File: config.mk
export PLATFORM = sky130hd
export DESIGN_NAME = sony_block_stream_gen
export DESIGN_NICKNAME = d
export VERILOG_FILES = /design/src/rtl/sony_block_stream_gen.sv
export SDC_FILE = /design/constraint.sdc
export NUM_CORES = 1
export LEC_CHECK = 0
export BUFFER_PORTS_ARGS = -buffer_cell sky130_fd_sc_hd__buf_2
export CORE_ASPECT_RATIO = 0.7
export CORE_MARGIN = 1.5
export CORE_UTILIZATION = 30
export CTS_CLUSTER_DIAMETER = 80
export DETAILED_ROUTE_END_ITERATION = 8
export HOLD_SLACK_MARGIN = 0.02
export PLACE_DENSITY_LB_ADDON = 0.1
export SLEW_MARGIN = 10
export SYNTH_ARGS = -nofsm -noshare
export SYNTH_HDL_FRONTEND = slang
export SYNTH_SLANG_ARGS = --single-unit
File: constraint.sdc
create_clock -name clock_in -period 2.8 [get_ports clock_in]
set_input_delay 0.28 -clock clock_in [delete_from_list [all_inputs] [get_ports clock_in]]
set_output_delay 0.28 -clock clock_in [all_outputs]
set_load 0.005 [all_outputs]
File: src/rtl/sony_block_stream_gen.sv
// Transmit-side Sony block-camera stream: embedded-sync 16-bit words with blanking fill and active pixels.
// Outputs are registered one cycle after the h/v counter state that produces them; pix_ready is decoded from that state.
module sony_block_stream_gen #(
  parameter int          H_ACTIVE   = 1920,
  parameter int          H_TOTAL    = 2200,
  parameter int          V_ACTIVE   = 1080,
  parameter int          V_TOTAL    = 1125,
  parameter logic [15:0] SAV_FIRST  = 16'h8080,
  parameter logic [15:0] SAV_ACT    = 16'hABAB,
  parameter logic [15:0] EAV_ACT    = 16'h9D9D,
  parameter logic [15:0] CODE_BLANK = 16'hB6B6,
  parameter logic [15:0] BLANK_FILL = 16'h8010
) (
  input  logic        clock_in,
  input  logic        reset,
  input  logic        enable,
  input  logic [15:0] pix_data,
  input  logic        pix_valid,
  output logic        pix_ready,
  output logic [15:0] data_out,
  output logic        FV,
  output logic        LV,
  output logic        frame_start,
  output logic        underflow
);

  localparam int HW      = $clog2(H_TOTAL);
  localparam int VW      = $clog2(V_TOTAL);
  localparam int SAV_POS = H_TOTAL - H_ACTIVE - 4;
  localparam int ACT_POS = H_TOTAL - H_ACTIVE;

  localparam logic [HW-1:0] H_LAST   = HW'(H_TOTAL - 1);
  localparam logic [HW-1:0] EAV_END  = HW'(4);
  localparam logic [HW-1:0] SAV_L    = HW'(SAV_POS);
  localparam logic [HW-1:0] ACT_L    = HW'(ACT_POS);
  localparam logic [HW-1:0] FS_L     = HW'(SAV_POS + 3);
  localparam logic [1:0]    SAV_IDX0 = 2'(SAV_POS);
  localparam logic [VW-1:0] V_LAST   = VW'(V_TOTAL - 1);
  localparam logic [VW-1:0] V_ACT_L  = VW'(V_ACTIVE);

  typedef enum logic {IDLE, RUN} state_t;

  state_t        state;
  logic [HW-1:0] h_cnt;
  logic [VW-1:0] v_cnt;

  logic          run;
  logic          active_line;
  logic          prev_active;
  logic [15:0]   eav_code;
  logic [15:0]   sav_code;
  logic [1:0]    sav_idx;
  logic [15:0]   word;

  function automatic logic [15:0] sync_word(input logic [1:0] idx, input logic [15:0] code);
    case (idx)
      2'd0:    return 16'hFFFF;
      2'd3:    return code;
      default: return 16'h0000;
    endcase
  endfunction

  // 00 and FF bytes are reserved for the sync preamble.
  function automatic logic [7:0] clamp8(input logic [7:0] b);
    if (b == 8'h00)      return 8'h01;
    else if (b == 8'hFF) return 8'hFE;
    else                 return b;
  endfunction

  always_comb begin
    run         = (state == RUN);
    active_line = (v_cnt < V_ACT_L);
    prev_active = (v_cnt != '0) && (v_cnt <= V_ACT_L);
    eav_code    = prev_active ? EAV_ACT : CODE_BLANK;
    sav_code    = (v_cnt == '0) ? SAV_FIRST : (active_line ? SAV_ACT : CODE_BLANK);
    sav_idx     = h_cnt[1:0] - SAV_IDX0;
    pix_ready   = run && active_line && (h_cnt >= ACT_L);
    word        = BLANK_FILL;
    if (run) begin
      if (h_cnt < EAV_END)
        word = sync_word(h_cnt[1:0], eav_code);
      else if (h_cnt >= SAV_L && h_cnt < ACT_L)
        word = sync_word(sav_idx, sav_code);
      else if (pix_ready && pix_valid)
        word = {clamp8(pix_data[15:8]), clamp8(pix_data[7:0])};
    end
  end

  always_ff @(posedge clock_in) begin
    if (reset) begin
      state       <= IDLE;
      h_cnt       <= '0;
      v_cnt       <= '0;
      data_out    <= BLANK_FILL;
      FV          <= 1'b0;
      LV          <= 1'b0;
      frame_start <= 1'b0;
      underflow   <= 1'b0;
    end else begin
      data_out    <= word;
      FV          <= run && active_line;
      LV          <= pix_ready;
      frame_start <= run && (v_cnt == '0) && (h_cnt == FS_L);
      if (pix_ready && !pix_valid)
        underflow <= 1'b1;

      case (state)
        IDLE: begin
          h_cnt <= '0;
          v_cnt <= '0;
          if (enable)
            state <= RUN;
        end
        RUN: begin
          if (h_cnt == H_LAST) begin
            h_cnt <= '0;
            if (v_cnt == V_LAST) begin
              // enable only takes effect at the frame boundary
              v_cnt <= '0;
              if (!enable)
                state <= IDLE;
            end else begin
              v_cnt <= v_cnt + 1'b1;
            end
          end else begin
            h_cnt <= h_cnt + 1'b1;
          end
        end
        default: state <= IDLE;
      endcase
    end
  end

endmodule
==> impl_metrics.yaml, run 1 <==
run_status:
  status: "finished clean"
logic_synthesis:
  seq_area_frac_synth: 0.388
  yosys-mux-area-fraction: 0
  yosys.area_share.simple: 0.321
  yosys-top-cells-count: "dfxtp_1, nand3_1, o21ai_0"
  synth_warnings: 0
  synth_seq_cells: 44
  synth_most_common_cell: "dfxtp_1"
  avgSynthCellArea_um2: 8.50
  synth_xor_area_frac: 0.0386
  yosys.area.top_type_share: 0.388
  synth.distinct_cells: 58
  syn_area_um2: 2270
  synthCells: 267
  syn-num-nets: 292
  yosysTopAreaCell: "dfxtp_1"
  synth_ff_type: "dfxtp_1"
  synth.area.top_cells: "dfxtp_1, nand3_1, o21ai_0, xor2_1, ha_1"
  synth_edf_count: 0
  synthAdderAreaFrac: 0.0276
  synth_compound_area_frac: 0.173
  async_flop_share: 0
  synth_top_family_by_area: "simple AND/OR/NAND/NOR gates"
power_and_ir_drop:
  power_frac_comb: 0.073
  total_power_mw: 1.32
  p_sw_mw: 0.286
  power.share.switching: 0.216
  ir_drop_mv: 0.191
  p_int_mw: 1.04
  pwr-share-seq: 0.492
  p_clk_frac: 0.435
  power_density_nw_per_um2: 498
  cellLeakagePower_nw: 1.05
clock_tree:
  holdBufCountCts: 0
  root_buffer: "clkbuf_8"
  h-tree-depth: 2
  cts_resized: 0
  cts_buffers: 5
  clk_path_buf_depth: 2
  clk_pin_slew_ps: 90
  cts.sinks: 44
  post_cts_buffers: 0
  cts_tree: "built"
  insertion_delay_ps: 300
final_layout:
  area_growth_pct: 17.1
  diodes: 0
  fillCellCount: 767
  multiInputGateArea_um2: 1270
  layout-drive-gt1-share: 0.209
  final_cells: 400
  seqCellArea_um2: 881
  fin_nets: 327
global_routing:
  grt_overflow: 0
  grt_pass1_vias: 1889
  grt_start_max_net_pins: 14
  grt_use_total: 0.159
  antenna_found_initial: 0
  grt_pass1_wl_mm: 9.95
place:
  gp_congestion: 0.825
  port-buffer-count: 40
  dp.final_hpwl_mm: 4.54
  dp_slack_ps: 638
  dpl.cell_count: 393
sta:
  final.setup.worst_slack_ps: 622
  slew_headroom: 0.568
  rsz0062_at_grt: "false"
  finalSetupTns_ps: 0
  period_share: 0.778
  slew_violations: 0
  finalSetupViolCount: 0
  finalCriticalPeriod_ps: 2180
  hold_viol: 0
  tightest_slew_ps: 642
  fmax_mhz: 459
  skew_ps: 6.26
setup_path:
  cp_num_buf_inv: 1
  rr_worst_depth: 6
  criticalPathCategory: "reg -> reg"
  rr_endpoint: "data_out[8]"
  worstSetupStartpointType: "register"
  max_stage_delay_ps: 510
  cpMaxStageDelayCell: "or3b_2"
  crit_chain: "inv_1, ha_1, or3b_2, a2111oi_2, o221ai_1, o21ai_0"
  r2r_slack_ps: 620
  cp.arrival_ps: 2410
  cpLargestDelayFamily: "compound AO/OA/AOI/OAI gates"
  r2r_start: "h_cnt[0]"
  crit_fanout: 4
  worst_ep_required_time_ps: 3030
  end_kind: "register"
min_path:
  holdPathStages: 2
  hp-class: "in -> reg"
  worstHoldStart: "pix_valid"
  hold_path_end: "underflow"
floorplan:
  fp.dieW_um: 107
  dieArea_um2: 8100
  initial_core_util: 0.310
  core_um2: 7320
  pin_count: 41
  die_height_um: 75.8
  placementRows: 26
detailed_routing:
  wl_per_cell_um: 15.2
  drtPass1Iterations: 4
  vias_per_cell: 5.28
  drc: 0
  ant_nets: 0
  vias: 2111
  wirelength_mm: 6.08
  drt-initial-drc-count: 114
flow_run:
  maxCapViolCount: 0
-- metrics by stage --
stage,cell area [um2],hold slack (ps),util
after floorplan,2270,374,-
after global placement,2530,444,0.346
after detailed placement,2530,450,0.346
after CTS,2660,181,0.363
after global routing,2660,198,0.363
final,2660,187,0.363
-- per-layer routing --
layer / GRT usage / up-vias / wire [um]
met2: 0.233 / 65 / 2360
met1: 0.228 / 976 / 3290
met3: 0.0428 / 7 / 361
met5: 0 / - / 0
li1: - / 1063 / -
met4: 0.0430 / 0 / 61
-- area by class of cell --
cell class | count | area share
multi-input cells | 198 | 0.478
flip-flops and latches | 44 | 0.331
repair buffers | 42 | 0.0809
well taps | 98 | 0.0461
clock buffers | 5 | 0.0259
clock inverters | 2 | 0.0226
inverters | 11 | 0.0155
-- power groups by stage --
stage | sequential, mW | combinational, mW | clock (mW)
floorplan | 0.668 | 0.0430 | 0
global placement | 0.667 | 0.0983 | 0
detailed placement | 0.667 | 0.0963 | 0
CTS | 0.653 | 0.0968 | 0.585
global route | 0.655 | 0.109 | 0.616
finish | 0.652 | 0.0961 | 0.576
-- worst max-delay path by stage --
| stage | from | endpoint | slack [ps] | cells after the start |
|---|---|---|---|---|
| global placement | h_cnt[0] | data_out[8] | 700 | 6 |
| CTS | h_cnt[0] | data_out[0] | 610 | 6 |
| global route | h_cnt[0] | data_out[8] | 350 | 6 |
| detailed placement | h_cnt[0] | data_out[0] | 640 | 6 |
| floorplan | h_cnt[0] | data_out[0] | 860 | 6 |
| finish | h_cnt[0] | data_out[8] | 620 | 6 |
-- cell families after synthesis --
group | count (synthesis)
flops | 44
fa+ha+maj | 5
buf+inv | 25
compound gates | 60
simple gates | 123
xor+xnor | 10
-- registers in the layout, summed over array words and instances, names as in the netlist --
register	flops
LV	1
data_out	16
h_cnt	12
run	1
v_cnt	11
frame_start	1
underflow	1
FV	1
-- placed cells by master (no fill, tap or decap), types with 2 or more instances in the layout --
master,instances
dfxtp_1,44
buf_2,40
nand3_1,20
o21ai_0,18
nor2_1,16
nand2_1,16
inv_1,11
a21oi_1,11
nand4_1,10
and3_1,9
xor2_1,8
or4_1,7
nor3_1,5
a31oi_1,5
or3_1,5
nor4_1,5
ha_1,5
clkbuf_8,5
a21o_1,4
nor2b_1,3
and2_1,3
and4_1,3
xnor2_1,2
and3_2,2
o31ai_1,2
and2_2,2
o221ai_1,2
o41ai_1,2
a211oi_1,2
or3b_2,2
a22o_1,2
o2111ai_1,2
o21a_1,2
bufinv_16,2
buf_4,2
Power figures use the tool's default switching activity.
==> run 2: changes to the inputs <==
clock period = 2.2 ns   (was 2.8 ns; I/O delays follow)
==> run 2 against run 1 <==
Against the previous run: critical path depth did not move; final cell count grew 3.5%; via count hardly changed; global-route usage is essentially flat; sequential share of layout area fell by 1.1 points; critical path type unchanged.
==> impl_metrics.yaml, run 2 (synthesis gave the netlist of run 1 again) <==
setup_path:
  cp.depth: 6
  cp_num_buf_inv: 1
  cpMaxStageDelayCell: "or3b_2"
  max_stage_delay_ps: 520
  rr_worst_depth: 6
  cpLargestDelayFamily: "compound AO/OA/AOI/OAI gates"
  end_kind: "register"
  criticalPathCategory: "reg -> reg"
  crit_fanout: 4
  worstSetupStartpointType: "register"
  worst_ep_required_time_ps: 2430
  cp.arrival_ps: 2250
  crit_chain: "inv_1, ha_1, or3b_2, a2111oi_4, o221ai_2, o21ai_0"
sta:
  hold_viol: 0
  fmax_mhz: 496
  slew_headroom: 0.598
  skew_ps: 8.29
  finalSetupTns_ps: 0
  final.setup.worst_slack_ps: 183
  period_share: 0.917
  finalSetupViolCount: 0
  finalCriticalPeriod_ps: 2020
  rsz0062_at_grt: "false"
  slew_violations: 0
  tightest_slew_ps: 598
final_layout:
  area_growth_pct: 21.3
  final_common_cell: "dfxtp_1"
  reg_top3: "data_out: 16 flops, h_cnt: 12 flops, v_cnt: 11 flops"
  largest_register_ffs: 16
  fin_nets: 340
  layout-drive-gt1-share: 0.253
  mostFrequentLayoutCells: "dfxtp_1, buf_2, nand3_1"
  diodes: 0
  top_register: "data_out"
global_routing:
  grt_pass1_vias: 1880
  use_met1: 0.237
  grt_use_total: 0.159
  grt_overflow: 0
  grt_start_max_net_pins: 15
  grt.met3_usage: 0.0317
  grt_most_used_layer: "met1"
  antenna_found_initial: 0
  use_met2: 0.230
  grt_pass1_wl_mm: 9.93
detailed_routing:
  drt-initial-drc-count: 124
  wirelength_mm: 6.04
  drtPass1Iterations: 4
  vias_per_cell: 5.09
  ant_nets: 0
  drc: 0
  vias: 2109
  wl_per_cell_um: 14.6
min_path:
  holdPathStages: 2
  hp-class: "in -> reg"
clock_tree:
  cts.sinks: 44
  clk_pin_slew_ps: 90
  post_cts_buffers: 0
  cts_resized: 0
  holdBufCountCts: 0
  h-tree-depth: 2
  cts_tree: "built"
  cts_buffers: 5
  insertion_delay_ps: 300
  root_buffer: "clkbuf_8"
  clk_path_buf_depth: 2
power_and_ir_drop:
  pwr-share-seq: 0.553
  ir_drop_mv: 0.231
  p_sw_mw: 0.367
  power.share.switching: 0.244
  cellLeakagePower_nw: 1.10
  p_clk_frac: 0.361
  power_frac_comb: 0.087
  power_density_nw_per_um2: 545
  p_int_mw: 1.13
floorplan:
  initial_core_util: 0.310
  die_height_um: 75.8
  fp.dieW_um: 107
  core_um2: 7320
  placementRows: 26
  pin_count: 41
  dieArea_um2: 8100
place:
  port-buffer-count: 40
  dp_slack_ps: 59.3
  dp.final_hpwl_mm: 4.65
  gp_congestion: 0.798
run_status:
  status: "finished clean"
flow_run:
  maxCapViolCount: 0
run 2: per-layer routing:
layer | part of all wire | vias up
li1 | - | 1092
met1 | 0.56 | 953
met2 | 0.38 | 59
met3 | 0.055 | 5
met4 | 0.0079 | 0
met5 | 0 | -
run 2: power by group through the flow:
| stage | Combinational [mW] | Clock (mW) | Sequential (mW) |
|---|---|---|---|
| 5_1_grt | 0.146 | 0.594 | 0.833 |
| 3_5_place_dp | 0.128 | 0 | 0.849 |
| 3_3_place_gp | 0.128 | 0 | 0.849 |
| 6_report | 0.130 | 0.541 | 0.830 |
| 4_1_cts | 0.128 | 0.563 | 0.830 |
| 2_1_floorplan | 0.0548 | 0 | 0.851 |
run 2: cell type report:
class | count | area [um2]
fillers | 776 | 4570
clock buffers | 6 | 82.6
multi-input cells | 198 | 1300
repair buffers | 55 | 313
inverters | 11 | 41.3
clock inverters | 2 | 15.0
flip-flops and latches | 44 | 881
well taps | 98 | 123
run 2: worst paths after layout:
kind,startpoint,end,slack [ps]
max,h_cnt[0],data_out[8],180
min reg2reg,h_cnt[0],h_cnt[0],470
min,pix_valid,underflow,120
max reg2reg,h_cnt[0],data_out[8],180
run 2: worst reg2reg max path: cells and delay by family (launching register included):
family / cells / cell delay, ps
flops: 1 / 380
fa+ha+maj: 1 / 310
simple gates: 1 / 520
compound gates: 3 / 660
buf+inv: 1 / 80
run 2: stage by stage:
step	instance area [um2]	total power, mW	util	hold slack [ps]	cells
floorplan	2270	0.905	-	314	267
global placement	2630	0.977	0.359	436	406
detailed placement	2630	0.976	0.359	433	406
CTS	2730	1.52	0.372	103	414
global route	2750	1.57	0.376	117	414
finish	2750	1.50	0.376	123	414
==> run 3: changes to the inputs <==
SETUP_SLACK_MARGIN = 0.4   (was not set)
==> run 3 against run 2 <==
Against the previous run: non-clock buffer count grew 16; power rose by 6.5%; maximum frequency up 8.3%; highest routed layer unchanged.
==> impl_metrics.yaml, run 3 (synthesis gave the netlist of run 1 again) <==
run_status:
  status: "finished clean"
detailed_routing:
  ant_nets: 0
  drc: 0
  drt-initial-drc-count: 151
  wl_per_cell_um: 15.4
  wirelength_mm: 6.61
  vias_per_cell: 5.23
  drtPass1Iterations: 4
  vias: 2249
min_path:
  worstHoldStart: "pix_valid"
  hp-class: "in -> reg"
  holdPathStages: 2
place:
  dp_slack_ps: 204
  dp.final_hpwl_mm: 4.72
  gp_congestion: 0.829
  port-buffer-count: 40
  placed_cell_area_um2: 2650
power_and_ir_drop:
  cellLeakagePower_nw: 1.21
  p_clk_frac: 0.390
  pwr-share-seq: 0.514
  total_power_mw: 1.60
  power.share.switching: 0.234
  power_frac_comb: 0.096
  p_sw_mw: 0.374
  power_density_nw_per_um2: 511
  p_int_mw: 1.22
  ir_drop_mv: 0.245
setup_path:
  worstSetupStartpointType: "register"
  r2r_start: "h_cnt[10]"
  rr_worst_depth: 4
  cp.depth: 4
  crit_start: "h_cnt[10]"
  cp.arrival_ps: 2070
  cpLargestDelayFamily: "simple AND/OR/NAND/NOR gates"
  crit_fanout: 5
  crit_chain: "or4_4, or2_4, or3_1, a21o_1"
  max_stage_delay_ps: 580
  end_kind: "register"
  worst_ep_required_time_ps: 2410
  cpMaxStageDelayCell: "or4_4"
  cp_num_buf_inv: 0
  criticalPathCategory: "reg -> reg"
clock_tree:
  insertion_delay_ps: 300
  h-tree-depth: 2
  cts_tree: "built"
  root_buffer: "clkbuf_8"
  cts.sinks: 44
  clk_path_buf_depth: 2
  holdBufCountCts: 0
  clk_pin_slew_ps: 90
  cts_buffers: 5
global_routing:
  grt_start_max_net_pins: 14
  antenna_found_initial: 0
  grt_pass1_vias: 1974
  grt_most_used_layer: "met2"
  use_met2: 0.241
  grt_use_total: 0.165
  grt.met3_usage: 0.0342
  grt_overflow: 0
  use_met1: 0.240
  grt_pass1_wl_mm: 10.2
sta:
  finalCriticalPeriod_ps: 1860
  skew_ps: 8.92
  period_share: 0.847
  rsz0062_at_grt: "true"
  tightest_slew_ps: 521
  hold_viol: 0
  slew_headroom: 0.648
  slew_violations: 0
  finalSetupTns_ps: 0
  fmax_mhz: 537
  final.setup.worst_slack_ps: 338
  finalSetupViolCount: 0
final_layout:
  fin_nets: 356
  layout-drive-gt1-share: 0.425
  diodes: 0
  top_register: "data_out"
  final_cell_area_um2: 3130
  final_common_cell: "buf_2"
  fillCellCount: 734
  largest_register_ffs: 16
  area_growth_pct: 37.7
  mostFrequentLayoutCells: "buf_2, dfxtp_1, buf_4"
  fin_util: 0.427
  reg_top3: "data_out: 16 flops, h_cnt: 12 flops, v_cnt: 11 flops"
flow_run:
  maxCapViolCount: 0
floorplan:
  dieArea_um2: 8100
  die_height_um: 75.8
  placementRows: 26
  fp.dieW_um: 107
  pin_count: 41
  initial_core_util: 0.310
  core_um2: 7320
run 3: cell count changes in the layout (fill, tap and decap cells not counted), moves of 4 or more:
cell / previous run / this run
o21ai_1: 0 / 5
ha_1: 5 / 1
dfxtp_2: 0 / 8
buf_4: 15 / 28
or3_4: 0 / 4
dfxtp_4: 0 / 8
dfxtp_1: 44 / 28
buf_6: 0 / 4
o21ai_0: 18 / 12
run 3: final timing paths:
kind                                     to  slack (ps)
worst max-delay path            data_out[4]         340
worst min-delay path              underflow         130
worst max register to register  data_out[4]         340
worst min register to register     h_cnt[0]         450
run 3: what timing repair did:
| item | in CTS | in global routing |
|---|---|---|
| hold endpoints to repair | 0 | 0 |
| setup buffers | 5 | 10 |
| cloned | 0 | 1 |
| gates resized for setup | 22 | 55 |
| pin swaps | 4 | 14 |
| setup endpoints to repair | 25 | 37 |
run 3: routing by layer:
layer / routed length [um] / vias up
li1: - / 1115
met1: 3560 / 1057
met2: 2660 / 68
met3: 306 / 9
met4: 82 / 0
met5: 0 / -
run 3: per-stage QoR:
step / hold WS (ps) / cells
6_report: 125 / 430
5_1_grt: 142 / 430
4_1_cts: 109 / 419
3_5_place_dp: 421 / 406
3_3_place_gp: 417 / 406
2_1_floorplan: 314 / 267
run 3: cell type report:
| type | count | area, um2 | area share |
|---|---|---|---|
| timing repair buffer | 71 | 450 | 0.144 |
| sequential | 44 | 921 | 0.295 |
| multi-input combinational | 198 | 1480 | 0.474 |
| clock buffer | 6 | 72.6 | 0.0232 |
| inverter | 11 | 41.3 | 0.0132 |
| tap | 98 | 123 | 0.0392 |
| clock inverter | 2 | 35.0 | 0.0112 |
run 3: power by group through the flow:
stage               Clock, mW  Combinational, mW  Sequential, mW
floorplan                   0             0.0589           0.851
global placement            0              0.136           0.850
detailed placement          0              0.135           0.849
CTS                     0.631              0.144           0.829
global route            0.664              0.170           0.825
finish                  0.623              0.153           0.822
